==> config.mk <==
export PLATFORM = sky130hd
export DESIGN_NAME = semaphore_addr_fabric
export DESIGN_NICKNAME = d
export VERILOG_FILES = /design/src/rtl/semaphore_pkg.sv /design/src/rtl/semaphore_slot_decoder.sv /design/src/rtl/semaphore_addr_fabric.sv
export SDC_FILE = /design/constraint.sdc
export NUM_CORES = 1
export LEC_CHECK = 0
export ABC_CLOCK_PERIOD_IN_PS = 1900
export BUFFER_PORTS_ARGS = -buffer_cell sky130_fd_sc_hd__buf_2
export CAP_MARGIN = 40
export CORE_MARGIN = 2
export CORE_UTILIZATION = 30
export DETAILED_ROUTE_END_ITERATION = 8
export PLACE_DENSITY = 0.62
export SETUP_SLACK_MARGIN = 0.02
export SLEW_MARGIN = 30
export SYNTH_ARGS = -nofsm -noshare
export SYNTH_HDL_FRONTEND = slang
export SYNTH_HIERARCHICAL = 1
export SYNTH_SLANG_ARGS = --single-unit
==> constraint.sdc <==
create_clock -name CLK -period 1.9 [get_ports CLK]
set_input_delay 0.095 -clock CLK [delete_from_list [all_inputs] [get_ports CLK]]
set_output_delay 0.095 -clock CLK [all_outputs]
set_load 0.005 [all_outputs]
==> src/rtl/semaphore_pkg.sv <==
// Shared constants and helpers for the semaphore address fabric.
// Slot count derivation and per-slot address match.
package semaphore_pkg;

    localparam int SLOT_W = 4;
    localparam int ADDR_W = 8;

    function automatic int slot_count(input int n_sem, input int n_core);
        return n_sem * n_core;
    endfunction

    function automatic logic slot_hit(
        input logic [ADDR_W-1:0] addr,
        input int                idx
    );
        return addr == ADDR_W'(idx);
    endfunction

endpackage

==> src/rtl/semaphore_slot_decoder.sv <==
// Address to one-hot slot select; out-of-range addresses select nothing.
// Shared by the write demux and the read mux.
module semaphore_slot_decoder
    import semaphore_pkg::*;
#(
    parameter int SLOTS = 8
) (
    input  logic [ADDR_W-1:0] addr_i,
    output logic [SLOTS-1:0]  onehot_o,
    output logic              valid_o
);

    for (genvar i = 0; i < SLOTS; i++) begin : g_hit
        assign onehot_o[i] = slot_hit(addr_i, i);
    end

    // Only indices below SLOTS can match, so any hit means in range.
    assign valid_o = |onehot_o;

endmodule

==> src/rtl/semaphore_addr_fabric.sv <==
// Registered write demux and combinational read mux between the
// semaphore controller and the bank of per-slot semaphore counters.
module semaphore_addr_fabric
    import semaphore_pkg::*;
#(
    parameter int NumberOfSemaphores = 4,
    parameter int NumberOfCores      = 2,
    localparam int SLOTS = slot_count(NumberOfSemaphores, NumberOfCores)
) (
    input  logic                    CLK,
    input  logic                    RESET_N,
    input  logic [ADDR_W-1:0]       SEMAPHOREFABRIC_Addr_fromCPU,
    input  logic                    SEMAPHOREFABRIC_EN_fromCPU,
    input  logic                    SEMAPHOREFABRIC_WR_fromCPU,
    input  logic [SLOT_W-1:0]       SEMAPHOREFABRIC_Data_fromCPU,
    output logic [SLOTS-1:0]        SEMAPHOREFABRIC_EN_toSemaphore,
    output logic [SLOTS-1:0]        SEMAPHOREFABRIC_WR_toSemaphore,
    output logic [SLOT_W*SLOTS-1:0] SEMAPHOREFABRIC_Data_toSemaphore,
    input  logic [SLOTS-1:0]        SEMAPHOREFABRIC_Blocking_fromSemaphore,
    output logic                    SEMAPHOREFABRIC_Blocking_toCPU,
    input  logic [SLOT_W*SLOTS-1:0] SEMAPHOREFABRIC_Data_fromSemaphore,
    output logic [SLOT_W-1:0]       SEMAPHOREFABRIC_Data_toCPU
);

    logic [SLOTS-1:0]        sel;
    logic                    sel_valid;
    logic [SLOTS-1:0]        en_d, en_q;
    logic [SLOTS-1:0]        wr_d, wr_q;
    logic [SLOT_W*SLOTS-1:0] data_d, data_q;

    semaphore_slot_decoder #(
        .SLOTS(SLOTS)
    ) u_dec (
        .addr_i  (SEMAPHOREFABRIC_Addr_fromCPU),
        .onehot_o(sel),
        .valid_o (sel_valid)
    );

    always_comb begin
        en_d   = '0;
        wr_d   = '0;
        data_d = '0;
        if (SEMAPHOREFABRIC_EN_fromCPU) begin
            en_d = sel;
            if (SEMAPHOREFABRIC_WR_fromCPU) begin
                wr_d = sel;
            end
        end
        for (int i = 0; i < SLOTS; i++) begin
            if (en_d[i]) begin
                data_d[SLOT_W*i +: SLOT_W] = SEMAPHOREFABRIC_Data_fromCPU;
            end
        end
    end

    always_ff @(posedge CLK or negedge RESET_N) begin
        if (!RESET_N) begin
            en_q   <= '0;
            wr_q   <= '0;
            data_q <= '0;
        end else begin
            en_q   <= en_d;
            wr_q   <= wr_d;
            data_q <= data_d;
        end
    end

    assign SEMAPHOREFABRIC_EN_toSemaphore   = en_q;
    assign SEMAPHOREFABRIC_WR_toSemaphore   = wr_q;
    assign SEMAPHOREFABRIC_Data_toSemaphore = data_q;

    // AND-OR mux keeps unselected slots from leaking X onto the read bus.
    always_comb begin
        SEMAPHOREFABRIC_Data_toCPU = '0;
        for (int i = 0; i < SLOTS; i++) begin
            SEMAPHOREFABRIC_Data_toCPU |=
                SEMAPHOREFABRIC_Data_fromSemaphore[SLOT_W*i +: SLOT_W]
                & {SLOT_W{sel[i]}};
        end
    end

    assign SEMAPHOREFABRIC_Blocking_toCPU =
        !sel_valid || |(sel & SEMAPHOREFABRIC_Blocking_fromSemaphore);

endmodule

# Yosys cells after proc, flatten, opt, wreduce, memory -nomap -nowiden

Index checks and enable logic that the tools add are counted.

Mux-type cells: 11
Bitwise logic cells: 16
Equal/unequal tests: 7
Reductions and logical operators: 5

Operators by type and width:

| kind                 | number |
|---|---|
| $and A4 B4 Y4        | 8 |
| $eq A8 B3 Y1 const B | 4 |
| $mux W4              | 8 |
| $or A4 B4 Y4         | 7 |
| $mux W8              | 3 |
| $eq A8 B2 Y1 const B | 2 |
| $reduce_or A8 Y1     | 2 |
| $and A8 B8 Y8        | 1 |
| $eq A8 B1 Y1 const B | 1 |
| $logic_not A8 Y1     | 1 |
| $logic_not A1 Y1     | 1 |
| $logic_or A1 B1 Y1   | 1 |

Logic and storage cells: 42
Output and inout port bits: 53
Input bits: 56
Flip-flop bits (word level): 48

# Longest topological paths before layout

Depth in word-level cells: 9
Mapped depth: 6
Mapped depth without buffers: 5

# Hierarchy

Netlist, hierarchy kept.

Modules (own cells, without submodules):

| module                 | sequential area each (µm²) | cells an instance | area an instance (µm²) | instances |
|---|---|---|---|---|
| semaphore_addr_fabric  | 1,201.2                    | 134               | 1,767.9                | 1 |
| semaphore_slot_decoder | 0.0                        | 16                | 97.6                   | 1 |

# Worst setup path after synthesis

No wires, ideal clock.

Path kind: input to output
From: in SEMAPHOREFABRIC_Addr_fromCPU[5]
To: out SEMAPHOREFABRIC_Data_toCPU[2]
Cell stages on the path: 6
Path slack: 299 ps
Arrival time: 1,506 ps
Buffers on the path: 2
Required time: 1,805 ps
Cell sequence: or4_4 -> buf_6 -> nor4_1 -> buf_2 -> a22oi_1 -> nand4_1

Elaborated cells on any way between the ends: 23
Classes of those cells: eq/ne (7); bitwise (15); reduce/logical (1)

RTL lines:

| item                      | RTL line                    | source |
|---|---|---|
| start, declared           | semaphore_addr_fabric.sv:12 | `input logic [ADDR_W-1:0] SEMAPHOREFABRIC_Addr_fromCPU,` |
| $eq A8 B2 Y1              | semaphore_pkg.sv:16         | `return addr == ADDR_W'(idx);` |
| net sel[2]                | semaphore_addr_fabric.sv:25 | `logic [SLOTS-1:0] sel;` |
| $and A4 B4 Y4             | semaphore_addr_fabric.sv:78 | `& {SLOT_W{sel[i]}};` |
| $or A4 B4 Y4 (6 in a row) | semaphore_addr_fabric.sv:76 | `SEMAPHOREFABRIC_Data_toCPU \|=` |
| end, declared             | semaphore_addr_fabric.sv:22 | `output logic [SLOT_W-1:0] SEMAPHOREFABRIC_Data_toCPU` |

The timed path passes the listed nets, and every way through them passes these cells.

# Worst setup path in the final report

From: in SEMAPHOREFABRIC_Addr_fromCPU[5]
To: out SEMAPHOREFABRIC_Data_toCPU[2]

Word-level cells in the longest chain between the ends: 9
Elaborated cells on any way between the ends: 23
Classes of those cells: eq/ne (7); bitwise (15); reduce/logical (1)

RTL lines:

| item                      | RTL line |
|---|---|
| $logic_not A8 Y1          | semaphore_pkg.sv:16 |
| net sel[0]                | semaphore_addr_fabric.sv:25 |
| $and A4 B4 Y4             | semaphore_addr_fabric.sv:78 |
| $or A4 B4 Y4 (7 in a row) | semaphore_addr_fabric.sv:76 |

The timed path passes the listed nets, and every way through them passes these cells.

==> results.md <==
- Vias in the first global route: between 1500 and 2000
- Cell area after synthesis: between 1500 and 2000 sq um
- IO Count: between 100 and 150
- WHS Endpoint: SEMAPHOREFABRIC_Data_toSemaphore[29]$_DFF_PN0_
- CTS Buffer Depth: 2
- Post-synthesis adder-cell area fraction: 0
- # clock sinks: 48
- Final Wtd Congestion: roughly 0.78
- # setup viols final: 0
- GR peak layer: met2
- Rows: 28
- Core outline area: 5956 sq um
- Detail Placement HPWL: between 4000 and 5000 um
- # nets final: 325
- Commonest non-fill, non-tap cells in the layout: 108 x buf_2, 48 x dfrtp_1, 40 x and3_1
- Slew @ Worst Pin: slightly below 600 ps
- Worst rel slew slack: 0.6028
- DR DRC count: 0
- DRT antenna net count: 0
- CTS tree: done
- Crit share post-route: 0.9180
- Clock transition at path regs: approximately 80 ps
- Hold Path Stages: 2
- TNS Setup: 0 ps
- Leading cell type in the layout, fill and taps excluded: buf_2
- RSZ-0062 raised after global routing: false
- Largest family of logic cells by synthesized area: simple AND/OR/NAND/NOR gates
- Synth Area per Inst: between 10 and 15 sq um
- Final core occ: 0.4473
- Synth top area share: 0.6439
- Yosys warns: 6
- Final hold vios: 0
- HP Class: in2reg
- Vias post-DR: between 1500 and 2000
- Pin count of the biggest net entering global routing: 49
- Post-CTS Setup Bufs: 0
- CP required: 1800 ps
- Pwr dens: about 660 nW/um^2
- Port bufs: approximately 110
- Initial Utilization: 0.3132
- Yosys cell types: 20
- Num CTS Buffers: 5
- Grt met2 use: 0.2661
- DR WL/cell: roughly 15 um
- LEAKAGE: about 0.0017 uW
- GR met3 Demand/Resource: 0.03976
- First-pass GRT wire length: ~8700 um
- Starting DRT DRC Count: roughly 50
- Synth Area in Compound Gates: 0.08249
- Area share of and/or/nand/nor cells after synthesis: 0.2260
- Post-synthesis mux area share: 0
- Via density: between 4 and 5
- Met1 Usage GRT: 0.2036
- DIE WIDTH: roughly 83 um
- Status: finished, final reports clean
- ANT cells: 0
- Hold Path Origin: SEMAPHOREFABRIC_Data_fromCPU[1]
- Antenna violations before repair: 0
- Slew Viols, Final: 0
- Area Growth Syn to Fin: 42.79%
- Max-cap violations: 0
- Critical path launch point type: input port
- Die height: roughly 83 um
- WL final: around 5300 um
- Mapped Cells: 150
- XOR/XNOR share of the synthesized area: 0
- Share of cells above drive strength 1: 0.5185
- Total track usage: 0.1579
- Drt pass-1 iters: 5
- CTS Root Cell: clkbuf_8
- Aggregate global routing overflow: 0
- Die footprint: around 6900 sq um
- Worst Path Arrival: between 1500 and 2000 ps
- Max Fclk: between 500 and 600 MHz
- Seq/Total Area, Yosys: 0.6439
- Ranking of synthesized cells by area: dfrtp_1 64%, and3_1 13%, a22oi_1 6.4%, and2_1 2.7%, buf_6 1.8%
- Fin crit period: ~1700 ps
- Worst IR Drop VDD: around 0.00027 V
- Post-synthesis register bit count: between 40 and 50
- CP Max Fanout: 9
- Crit. End Element: output pin
- Synthesized Nets: 206
- Max H-tree Level: 2
- Kind of critical path: in2out
- Largest area contributor in the netlist: dfrtp_1
## layer usage
layer  part of all wire  routed length [um]
met5                  0                   0
met4             0.0065                  34
met3              0.083                 436
met2               0.50                2622
met1               0.41                2164
## how the worst max path moves through the flow
| stage | startpoint | end | slack, ps | cells after the start |
|---|---|---|---|---|
| after detailed placement | SEMAPHOREFABRIC_Addr_fromCPU[5] | SEMAPHOREFABRIC_Data_toCPU[3] | 70 | 7 |
| after CTS | SEMAPHOREFABRIC_Addr_fromCPU[5] | SEMAPHOREFABRIC_Blocking_toCPU | 30 | 7 |
| after global routing | SEMAPHOREFABRIC_Addr_fromCPU[5] | SEMAPHOREFABRIC_Data_toCPU[1] | 40 | 7 |
| after global placement | SEMAPHOREFABRIC_Addr_fromCPU[5] | SEMAPHOREFABRIC_Blocking_toCPU | 150 | 7 |
| final | SEMAPHOREFABRIC_Addr_fromCPU[5] | SEMAPHOREFABRIC_Data_toCPU[2] | 160 | 7 |
| after floorplan | SEMAPHOREFABRIC_Addr_fromCPU[5] | SEMAPHOREFABRIC_Data_toCPU[2] | 300 | 6 |
## report_power, final
group          total, uW  internal, uW  switching, uW  leakage (uW)
combinational        126          53.9           72.5      0.000930
sequential          1020          1020          0.284      0.000671
clock                607           291            316     0.0000510
total               1760          1370            389       0.00165
## flip-flops by register name (all words and copies together), names as in the netlist
register / flops
SEMAPHOREFABRIC_Data_toSemaphore: 32
SEMAPHOREFABRIC_EN_toSemaphore: 8
SEMAPHOREFABRIC_WR_toSemaphore: 8
## worst max-delay path, stage by stage
cell and delay (ps):
buf_2 100, or4_4 610, nor4_2 330, buf_4 210
a22oi_1 100, nand4_1 90, buf_2 110
## metrics by stage
| step | hold slack [ps] | std cells | cell area [sq um] | worst slack [ps] | power, uW |
|---|---|---|---|---|---|
| 2_1_floorplan | -200.6 | 150 | 1866 | 298.6 | 1070 |
| 3_5_place_dp | 47.68 | 336 | 2551 | 69.23 | 1168 |
| 6_report | 122.6 | 345 | 2664 | 155.8 | 1755 |
| 5_1_grt | 115.8 | 345 | 2664 | 35.11 | 1833 |
| 3_3_place_gp | 47.67 | 336 | 2551 | 145.1 | 1166 |
| 4_1_cts | 115.9 | 345 | 2654 | 25.13 | 1774 |
## cell families after synthesis
logic type      count (synthesis)
simple gates                   69
flops                          48
compound gates                 19
buf+inv                        14
## timing repair
item                       CTS  global route
hold endpoints to repair    18             0
setup endpoints to repair    0             5
resized for setup            0             2
hold buffers                 1             0
## cell usage after synthesis, drive strengths merged
master  count
buf         8
nand4       5
or4         1
nand2       2
nor2        1
nand2b      3
or2         1
clkbuf      6
a22o        1
dfrtp      48
a22oi      16
and2        8
nor3        6
a222oi      1
nor4        2
and3       40
a221oi      1
## cell type report
class,instances,area [sq um]
clock buffers,6,82.58
clock inverters,2,10.01
repair buffers,126,678.2
flip-flops and latches,48,1201
well taps,75,93.84
multi-input cells,88,598.1
fillers,599,3292
Note: power is estimated with default switching activity, not from simulation.
